==> src/rtl/change_dispenser.sv <==
// Greedy coin payout: captures change on start, offers one coin per valid/ack handshake (stalls hold), pulses done.
// First coin the cycle after start; done the cycle after the last ack. CHANGE_DISPENSER_TALLY_EN adds per-coin tallies.
module change_dispenser #(
   parameter int COIN_HI  = 10,
   parameter int COIN_MID = 5,
   parameter int COIN_LO  = 1
) (
   input  logic       clk,
   input  logic       rst,
   input  logic       start,
   input  logic [4:0] change,
   output logic       busy,
   output logic       coin_valid,
   output logic [1:0] coin_sel,
   input  logic       coin_ack,
`ifdef CHANGE_DISPENSER_TALLY_EN
   output logic [2:0] tally_hi,
   output logic [2:0] tally_mid,
   output logic [2:0] tally_lo,
`endif
   output logic       done
);

   localparam logic [4:0] HI_V  = 5'(COIN_HI);
   localparam logic [4:0] MID_V = 5'(COIN_MID);
   localparam logic [4:0] LO_V  = 5'(COIN_LO);

   localparam logic [1:0] SEL_HI  = 2'b11;
   localparam logic [1:0] SEL_MID = 2'b10;
   localparam logic [1:0] SEL_LO  = 2'b01;

   typedef enum logic [1:0] {
      IDLE  = 2'd0,
      OFFER = 2'd1,
      DONE  = 2'd2
   } state_t;

   state_t     state;
   state_t     state_nxt;
   logic [4:0] remaining;
   logic [4:0] remaining_nxt;
   logic [1:0] pick_sel;
   logic [4:0] pick_val;
   logic       xfer;

   // Greedy pick from the registered amount only, so coin_sel never depends on inputs.
   always_comb begin
      pick_sel = SEL_LO;
      pick_val = LO_V;
      if (remaining >= HI_V) begin
         pick_sel = SEL_HI;
         pick_val = HI_V;
      end else if (remaining >= MID_V) begin
         pick_sel = SEL_MID;
         pick_val = MID_V;
      end
   end

   assign xfer = (state == OFFER) && coin_ack;

   always_ff @(posedge clk or posedge rst) begin
      if (rst) begin
         state     <= IDLE;
         remaining <= 5'd0;
      end else begin
         state     <= state_nxt;
         remaining <= remaining_nxt;
      end
   end

   always_comb begin
      state_nxt     = state;
      remaining_nxt = remaining;
      busy          = 1'b0;
      coin_valid    = 1'b0;
      coin_sel      = 2'b00;
      done          = 1'b0;
      case (state)
         IDLE: begin
            if (start) begin
               remaining_nxt = change;
               state_nxt     = (change == 5'd0) ? DONE : OFFER;
            end
         end
         OFFER: begin
            busy       = 1'b1;
            coin_valid = 1'b1;
            coin_sel   = pick_sel;
            if (coin_ack) begin
               // Greedy pick is always <= remaining, so this cannot wrap.
               remaining_nxt = remaining - pick_val;
               if (remaining_nxt == 5'd0) state_nxt = DONE;
            end
         end
         DONE: begin
            busy      = 1'b1;
            done      = 1'b1;
            state_nxt = IDLE;
         end
         default: state_nxt = IDLE;
      endcase
   end

`ifdef CHANGE_DISPENSER_TALLY_EN
   always_ff @(posedge clk or posedge rst) begin
      if (rst) begin
         tally_hi  <= 3'd0;
         tally_mid <= 3'd0;
         tally_lo  <= 3'd0;
      end else if (state == IDLE && start) begin
         tally_hi  <= 3'd0;
         tally_mid <= 3'd0;
         tally_lo  <= 3'd0;
      end else if (xfer) begin
         case (pick_sel)
            SEL_HI:  tally_hi  <= tally_hi + 3'd1;
            SEL_MID: tally_mid <= tally_mid + 3'd1;
            default: tally_lo  <= tally_lo + 3'd1;
         endcase
      end
   end
`endif

endmodule
==> config.mk <==
export PLATFORM = sky130hd
export DESIGN_NAME = change_dispenser
export DESIGN_NICKNAME = d
export VERILOG_FILES = /design/src/rtl/change_dispenser.sv
export SDC_FILE = /design/constraint.sdc
export NUM_CORES = 1
export LEC_CHECK = 0
export CAP_MARGIN = 40
export CORE_UTILIZATION = 45
export DETAILED_ROUTE_END_ITERATION = 16
export PLACE_DENSITY = 0.79
export SLEW_MARGIN = 20
export SYNTH_ARGS = -nofsm -noshare
export SYNTH_HDL_FRONTEND = slang
export SYNTH_SLANG_ARGS = --single-unit
==> constraint.sdc <==
create_clock -name clk -period 5.9 [get_ports clk]
set_input_delay 0.59 -clock clk [delete_from_list [all_inputs] [get_ports clk]]
set_output_delay 0.59 -clock clk [all_outputs]
set_load 0.01 [all_outputs]
==> results of run 1 <==
==> through the flow <==
stage / worst slack, ns / cell area, sq um / instances / hold WS [ns]
detailed placement: 3.18 / 762 / 106 / 0.593
finish: 3.15 / 788 / 110 / 0.561
floorplan: 3.36 / 618 / 80 / 0.393
global placement: 3.23 / 762 / 106 / 0.563
global route: 2.98 / 788 / 110 / 0.602
CTS: 3.17 / 788 / 110 / 0.567
==> registers in the layout (all words and copies together) (netlist names) <==
register,count
remaining,5
state,2
==> synthesized netlist by cell type, drive strengths merged <==
master,count,share of area [%]
a21o,1,1.2
a21oi,16,13
a311o,1,1.6
and2,1,1.0
clkbuf,1,0.61
dfrtp,7,28
fa,1,3.2
ha,7,14
inv,8,4.9
mux2i,3,4.9
nand2,9,5.5
nand2b,2,2.0
nand3,1,0.81
nand3b,2,2.4
nor2,11,6.7
nor2b,1,1.0
nor3,1,0.81
nor3b,1,1.2
nor4b,1,1.4
o21ai,2,1.6
o22ai,1,1.0
or4,1,1.2
xnor2,1,1.4
==> cells by family after synthesis <==
| family | Yosys count |
|---|---|
| AO/OA/AOI/OAI | 21 |
| XOR/XNOR | 1 |
| adder cells (fa/ha/maj) | 8 |
| buffers and inverters | 9 |
| flip-flops | 7 |
| multiplexers | 3 |
| AND/OR/NAND/NOR | 31 |
==> critical path: cells and delay by family, from the launching register on <==
family	cells	cell delay, ns
compound gates	2	0.52
xor+xnor	1	0.18
fa+ha+maj	2	0.64
buf+inv	1	0.09
flops	1	0.44
mux	1	0.13
simple gates	2	0.64
==> layout make-up <==
cell class,instances,area [sq um]
Tap cell,14,17.5
Sequential cell,7,175
Multi-Input combinational cell,64,409
Inverter,8,30.0
Clock buffer,4,26.3
Fill cell,104,398
Timing Repair Buffer,13,130
==> per-layer routing <==
layer  vias up  track usage [%]
met2        16             39.6
met3         2             1.73
met5         -                0
met1       272             30.4
li1        304                -
met4         0             10.3
==> worst min path at each step <==
stage               cells past startpoint            to          from  slack (ns)
floorplan                               1  remaining[0]           rst        0.39
global placement                        2  remaining[0]  remaining[0]        0.56
detailed placement                      2  remaining[0]  remaining[0]        0.59
CTS                                     2      state[0]           rst        0.57
global route                            2      state[0]           rst        0.60
finish                                  2      state[0]           rst        0.56
==> report_power, final <==
| group | internal (uW) | leakage (uW) | total [uW] | switching [uW] |
|---|---|---|---|---|
| clock network | 25.9 | 0.0000150 | 45.0 | 19.1 |
| registers | 73.8 | 0.0000804 | 103 | 29.2 |
| logic | 162 | 0.000261 | 357 | 195 |
==> results.toml, run 1 <==
[drt]
drt_iter0_markers = 9
wl_microns = 1440
wl_met1_microns = 696
via_per_inst = 5.40
num_vias = 594
wl_per_cell_microns = 13.1
final_antenna_net_count = 0
routed-wl-met3_microns = 39
drc = 0
top_layer = "met4"
dr.pass1.iters = 4
routed-wl-met2_microns = 683

[critical_path]
cp_slowest_cell = "or4_1"
reg2reg_to = "state[0]"
reg2reg_slack_ns = 3.15
critPathCaptureType = "flip-flop"
cp-start-kind = "flip-flop"
r2r_cells = 9
arrival_ns = 2.88
r2r-start = "remaining[3]"
crit_type = "flip-flop to flip-flop"
cp_max_fo = 6
startpoint = "remaining[3]"
max_stage_delay_ns = 0.52
required_ns = 6.04
path_cells = "o21ai_0 > nand2b_1 > inv_1 > ha_1 > fa_1 > xnor2_1 > or4_1 > a311o_1 > mux2i_1"
crit_end = "state[0]"

[cells_and_area]
antenna_cells = 0
utilization_pct = 66.5
final_layout_size_suffix_gt1_share_pct = 3.13
layout_common_cells = "a21oi_1, clkdlybuf4s50_1, nor2_1, nand2_1, inv_1"
synthToLayoutAreaGrowth_pct = 27.5
nets = 114
layout_commonest_cell = "a21oi_1"

[cts]
clock_latency_ns = 0.25
cts.clk_slew.worst_paths_ns = 0.06
tritoncts = "done"
ctsHtreeMaxLevel = 1
cts_sinks = 7
cts_buffer_depth = 2
cts_buffers = 3
cts-resized-gates = 0
post_cts_buffers = 0
cts_hold_buf = 0
root_buffer = "clkbuf_4"

[die]
die_w_microns = 39.1
die_h_microns = 39.1
die-area_sq_mm = 0.00153
core_sq_mm = 0.00119
ioPinCount = 14
rows = 12
start_util_pct = 52.1

[synthesis]
synth-adder-area-share_pct = 17.4
synth_mux_area_share_pct = 4.86
syn-num-nets = 97
synth_simple_gate_area_share_pct = 24.1
synth-seq-area-share_pct = 28.3
synth_seq_cells = 7
synth.distinct_cells = 23
avgSynthCellArea_sq_um = 7.73
yosysWarningCount = 0
synth_compound_area_share_pct = 18.4
synth_xor_area_share_pct = 1.42
synth_top_family_by_area = "simple AND/OR/NAND/NOR gates"
postSynthCellCount = 80
syn_area_sq_um = 618

[sta]
max_freq_ghz = 0.364
layout_worst_path_cycle_share_pct = 46.5
skew_ns = 0.00378
fin_setup_tns_ns = 0
finalHoldViolCount = 0
tightest_slew_ns = 0.597
post-route-min-period_ns = 2.75
rsz0062_at_grt = "false"
maxSlewViolCount = 0
setup_viol_count_final = 0
slew_headroom_pct = 60.1

[placement]
hpwl_microns = 1200
gp_congestion = 0.829
port_buffers = 13

[pwr]
p_per_area_mw_per_mm2 = 641
ir_drop_uv = 314
power.total_uw = 505
p_leak_uw = 0.000356

[grt]
grt_pass1_vias = 579
grt_overflow_total = 0
grt_start_max_net_pins = 11
grt_pass1_wl_microns = 2440
antenna_found_initial = 0
grt.total_usage_pct = 23.5

[outcome]
status = "finished clean"

[run]
cap_violations = 0

[hold_path]
hold_class = "input pin to async pin"
(Power assumes the default switching activity.)
==> run 2: changes to the inputs <==
- clock period: 5.9 -> 2.83 ns (I/O delays scaled with it)
==> run 2 against run 1 <==
Clock skew about the same. Final cell count increased by 2.7%. Combinational power up 130%. First-iteration DRC count grew to 3.2 times the previous value. Critical path type unchanged. Critical endpoint unchanged. Largest cell class unchanged. Largest power group unchanged.
==> results.toml, run 2 (synthesis results as in run 1) <==
[sta]
layout_worst_path_cycle_share_pct = 94.5
maxSlewViolCount = 0
slew_headroom_pct = 57.2
max_freq_ghz = 0.374
post-route-min-period_ns = 2.68
finalHoldViolCount = 0
fin_ws_ns = 0.155
tightest_slew_ns = 0.639
skew_ns = 0.00381
setup_viol_count_final = 0

[die]
die_w_microns = 39.1
die_h_microns = 39.1
ioPinCount = 14
core_sq_mm = 0.00119
start_util_pct = 52.1
rows = 12
die-area_sq_mm = 0.00153

[cells_and_area]
final_layout_size_suffix_gt1_share_pct = 8.08
utilization_pct = 68.8
register_area_sq_um = 176
fillers = 105
reg_top3 = "remaining (5), state (2)"
largest_register = "remaining"
largest_reg_flops = 5
layout_common_cells = "a21oi_1, clkdlybuf4s50_1, nor2_1, nand2_1, inv_1"
antenna_cells = 0
nets = 117
synthToLayoutAreaGrowth_pct = 32.0
multiInputGateArea_sq_um = 413
layout_commonest_cell = "a21oi_1"

[grt]
grt_pass1_wl_microns = 2520
grt_most_used_layer = "met2"
grt_overflow_total = 0
grtUsageMet3_pct = 1.73
grtUsageMet1_pct = 35.4
antenna_found_initial = 0
grt.total_usage_pct = 24.7
grt_pass1_vias = 576
grt_start_max_net_pins = 11
use_met2_pct = 35.8

[drt]
final_antenna_net_count = 0
drc = 0
dr.pass1.iters = 4
wl_microns = 1530
via_per_inst = 5.63
num_vias = 636
drt_iter0_markers = 29
wl_per_cell_microns = 13.5

[cts]
cts.clk_slew.worst_paths_ns = 0.06
clock_latency_ns = 0.25
ctsHtreeMaxLevel = 1
root_buffer = "clkbuf_4"
cts_buffer_depth = 2
cts_buffers = 3
tritoncts = "done"
cts_hold_buf = 0
cts_sinks = 7

[hold_path]
hold_class = "input pin to async pin"

[pwr]
p_per_area_mw_per_mm2 = 1350
p_leak_uw = 0.000371
ir_drop_uv = 643

[critical_path]
critPathCaptureType = "flip-flop"
arrival_ns = 2.84
cp_num_buf_inv = 1
path_cells = "o21ai_0 > nand2b_1 > inv_1 > ha_1 > fa_1 > xnor2_1 > or4_4 > a311o_1 > mux2i_1"
cp_slowest_cell = "or4_4"
cp_max_fo = 6
cp_top_family = "simple AND/OR/NAND/NOR gates"
required_ns = 3.00
crit_type = "flip-flop to flip-flop"
cp-start-kind = "flip-flop"
max_stage_delay_ns = 0.55

[placement]
place_ws_ns = 0.0874
port_buffers = 13
gp_congestion = 0.845
hpwl_microns = 1220

[run]
cap_violations = 0

[outcome]
status = "finished clean"
==> run 2: stage by stage <==
step	cell area (sq um)	power (uW)	cells	hold slack (ns)	TNS [ns]
after detailed placement	777	975	108	0.541	0
final	816	1100	113	0.261	0
after CTS	803	1080	112	0.273	0
after global routing	816	1210	113	0.298	-0.000375
after global placement	777	953	108	0.541	0
after floorplan	618	734	80	0.0864	0
==> run 2: final cells by class <==
type                    count  share of cell area, %
multi-input cells          64                   50.6
flip-flops and latches      7                   21.6
repair buffers             16                   18.7
inverters                   8                   3.68
clock buffers               4                   3.22
well taps                  14                   2.15
==> run 2: repair_timing <==
action / CTS / global route
gates resized for setup: 0 / 2
setup endpoints to repair: 0 / 2
setup buffers: 0 / 1
==> run 2: final timing paths <==
kind / start / cells past startpoint / to / slack (ns)
setup reg to reg: remaining[3] / 9 / state[0] / 0.15
max in group asynchronous: rst / 2 / remaining[3] / 2.33
hold reg to reg: remaining[0] / 2 / remaining[0] / 0.58
min in group clk: remaining[0] / 2 / remaining[0] / 0.58
hold / removal: rst / 2 / state[0] / 0.26
setup / recovery: remaining[3] / 9 / state[0] / 0.15
==> run 2: layer usage <==
metal / routed length, microns / vias up
li1: - / 312
met3: 70 / 2
met5: 0 / -
met4: 10 / 0
met2: 693 / 16
met1: 754 / 306
==> run 2: where the power goes <==
group	switching [uW]	internal (uW)	total, uW
Combinational	445	364	809
Sequential	43.6	155	199
Clock	41.4	54.1	95.5
Total	530	574	1100
==> run 2: worst register-to-register path, delay by kind of cell (launching register included) <==
kind	cells	cell delay, ns
simple gates	2	0.67
fa+ha+maj	2	0.63
compound gates	2	0.45
flops	1	0.41
xor+xnor	1	0.18
mux	1	0.18
buf+inv	1	0.09
==> run 3: changes to the inputs <==
- GPL_TIMING_DRIVEN: default -> 0
==> run 3 against run 2 <==
Highest routed layer unchanged. Final cell count up 0.88%. Die area unchanged. Critical endpoint is now state[1]. Critical path depth up 1. Routed wire length down 0.52%. Worst hold slack worse by 0.0081 ns.
==> results.toml, run 3 (synthesis results as in run 1) <==
[cells_and_area]
layout_common_cells = "a21oi_1, clkdlybuf4s50_1, nor2_1, nand2_1, inv_1"
final_layout_size_suffix_gt1_share_pct = 9.00
antenna_cells = 0
largest_register = "remaining"
layout_commonest_cell = "a21oi_1"
reg_top3 = "remaining (5), state (2)"
layout.cells.non_filler = 114
utilization_pct = 69.1
synthToLayoutAreaGrowth_pct = 32.6
nets = 118
largest_reg_flops = 5

[pwr]
p_per_area_mw_per_mm2 = 1340
p_leak_uw = 0.000369
ir_drop_uv = 611

[cts]
cts_sinks = 7
cts.clk_slew.worst_paths_ns = 0.05
cts_hold_buf = 0
tritoncts = "done"
root_buffer = "clkbuf_4"
clock_latency_ns = 0.24
ctsHtreeMaxLevel = 1
cts_buffer_depth = 2
cts_buffers = 3

[critical_path]
crit_type = "flip-flop to flip-flop"
path_cells = "buf_4 > a21oi_1 > nand2_1 > a21o_1 > ha_1 > nand2b_1 > a21oi_1 > or4_1 > a311o_1 > a21oi_1"
required_ns = 2.98
arrival_ns = 2.92
cp_max_fo = 5
cp_top_family = "compound AO/OA/AOI/OAI gates"
cp_num_buf_inv = 1
timing.critical_path.mode_cell = "a21oi_1"
max_stage_delay_ns = 0.52
critPathCaptureType = "flip-flop"
reg2reg_slack_ns = 0.07
cp-start-kind = "flip-flop"
cp_slowest_cell = "or4_1"

[placement]
dp_cells = 107
hpwl_microns = 1150
port_buffers = 13
gp_congestion = 0.806

[grt]
grt.total_usage_pct = 23.6
grt_start_max_net_pins = 11
grt_overflow_total = 0
grt_pass1_wl_microns = 2260
antenna_found_initial = 0
grt_pass1_vias = 538

[drt]
wl_per_cell_microns = 13.3
num_vias = 623
drc = 0
wl_microns = 1520
final_antenna_net_count = 0
drt_iter0_markers = 19
dr.pass1.iters = 4
via_per_inst = 5.46

[die]
rows = 12
die-area_sq_mm = 0.00153
ioPinCount = 14
core_sq_mm = 0.00119
start_util_pct = 52.1
die_h_microns = 39.1
die_w_microns = 39.1

[sta]
setup_viol_count_final = 0
tightest_slew_ns = 0.564
layout_worst_path_cycle_share_pct = 97.7
holdWs_ns = 0.253
finalHoldViolCount = 0
fin_setup_tns_ns = 0
post-route-min-period_ns = 2.76
max_freq_ghz = 0.362
skew_ns = 0.000796
maxSlewViolCount = 0
slew_headroom_pct = 62.3

[hold_path]
hold_class = "input pin to async pin"

[run]
cap_violations = 0

[outcome]
status = "finished clean"
[run 3: through the flow]
| stage | cell area, sq um | setup WS (ns) | total power, uW |
|---|---|---|---|
| 2_1_floorplan | 618 | 0.286 | 734 |
| 6_report | 820 | 0.0651 | 1100 |
| 5_1_grt | 820 | -0.00331 | 1200 |
| 3_5_place_dp | 766 | 0.0173 | 953 |
| 3_3_place_gp | 766 | 0.0859 | 925 |
| 4_1_cts | 793 | 0.0421 | 1050 |
[run 3: cell type report]
cell class	instances	area (sq um)
multi-input combinational	64	412
fill	107	367
sequential	7	178
timing repair buffer	16	153
inverter	8	30.0
clock buffer	4	26.3
tap	14	17.5
buffer	1	3.75
[run 3: path summary, 6_finish.rpt]
path / start / to / cells after the start
min in group clk: remaining[0] / remaining[0] / 2
worst min-delay path: rst / remaining[4] / 2
worst min register to register: remaining[0] / remaining[0] / 2
max in group asynchronous: rst / remaining[3] / 2
worst max-delay path: remaining[3] / state[1] / 10
worst max register to register: remaining[3] / state[1] / 10
[run 3: metal layers]
layer,GRT usage [%],routed length (microns)
met1,29.7,613
met2,35.0,789
met3,4.05,71
met4,19.0,46
met5,0,0
[run 3: timing repair]
item / 4_1_cts / 5_1_grt
pin swaps: 0 / 0
setup buffers: 0 / 3
endpoints found under the setup margin: 1 / 2
resized for setup: 1 / 3
[run 3: power breakdown]
group          total (uW)  switching [uW]  internal (uW)
registers             216            58.8            157
clock network        85.8            32.3           53.5
logic                 798             433            366
total                1100             524            576
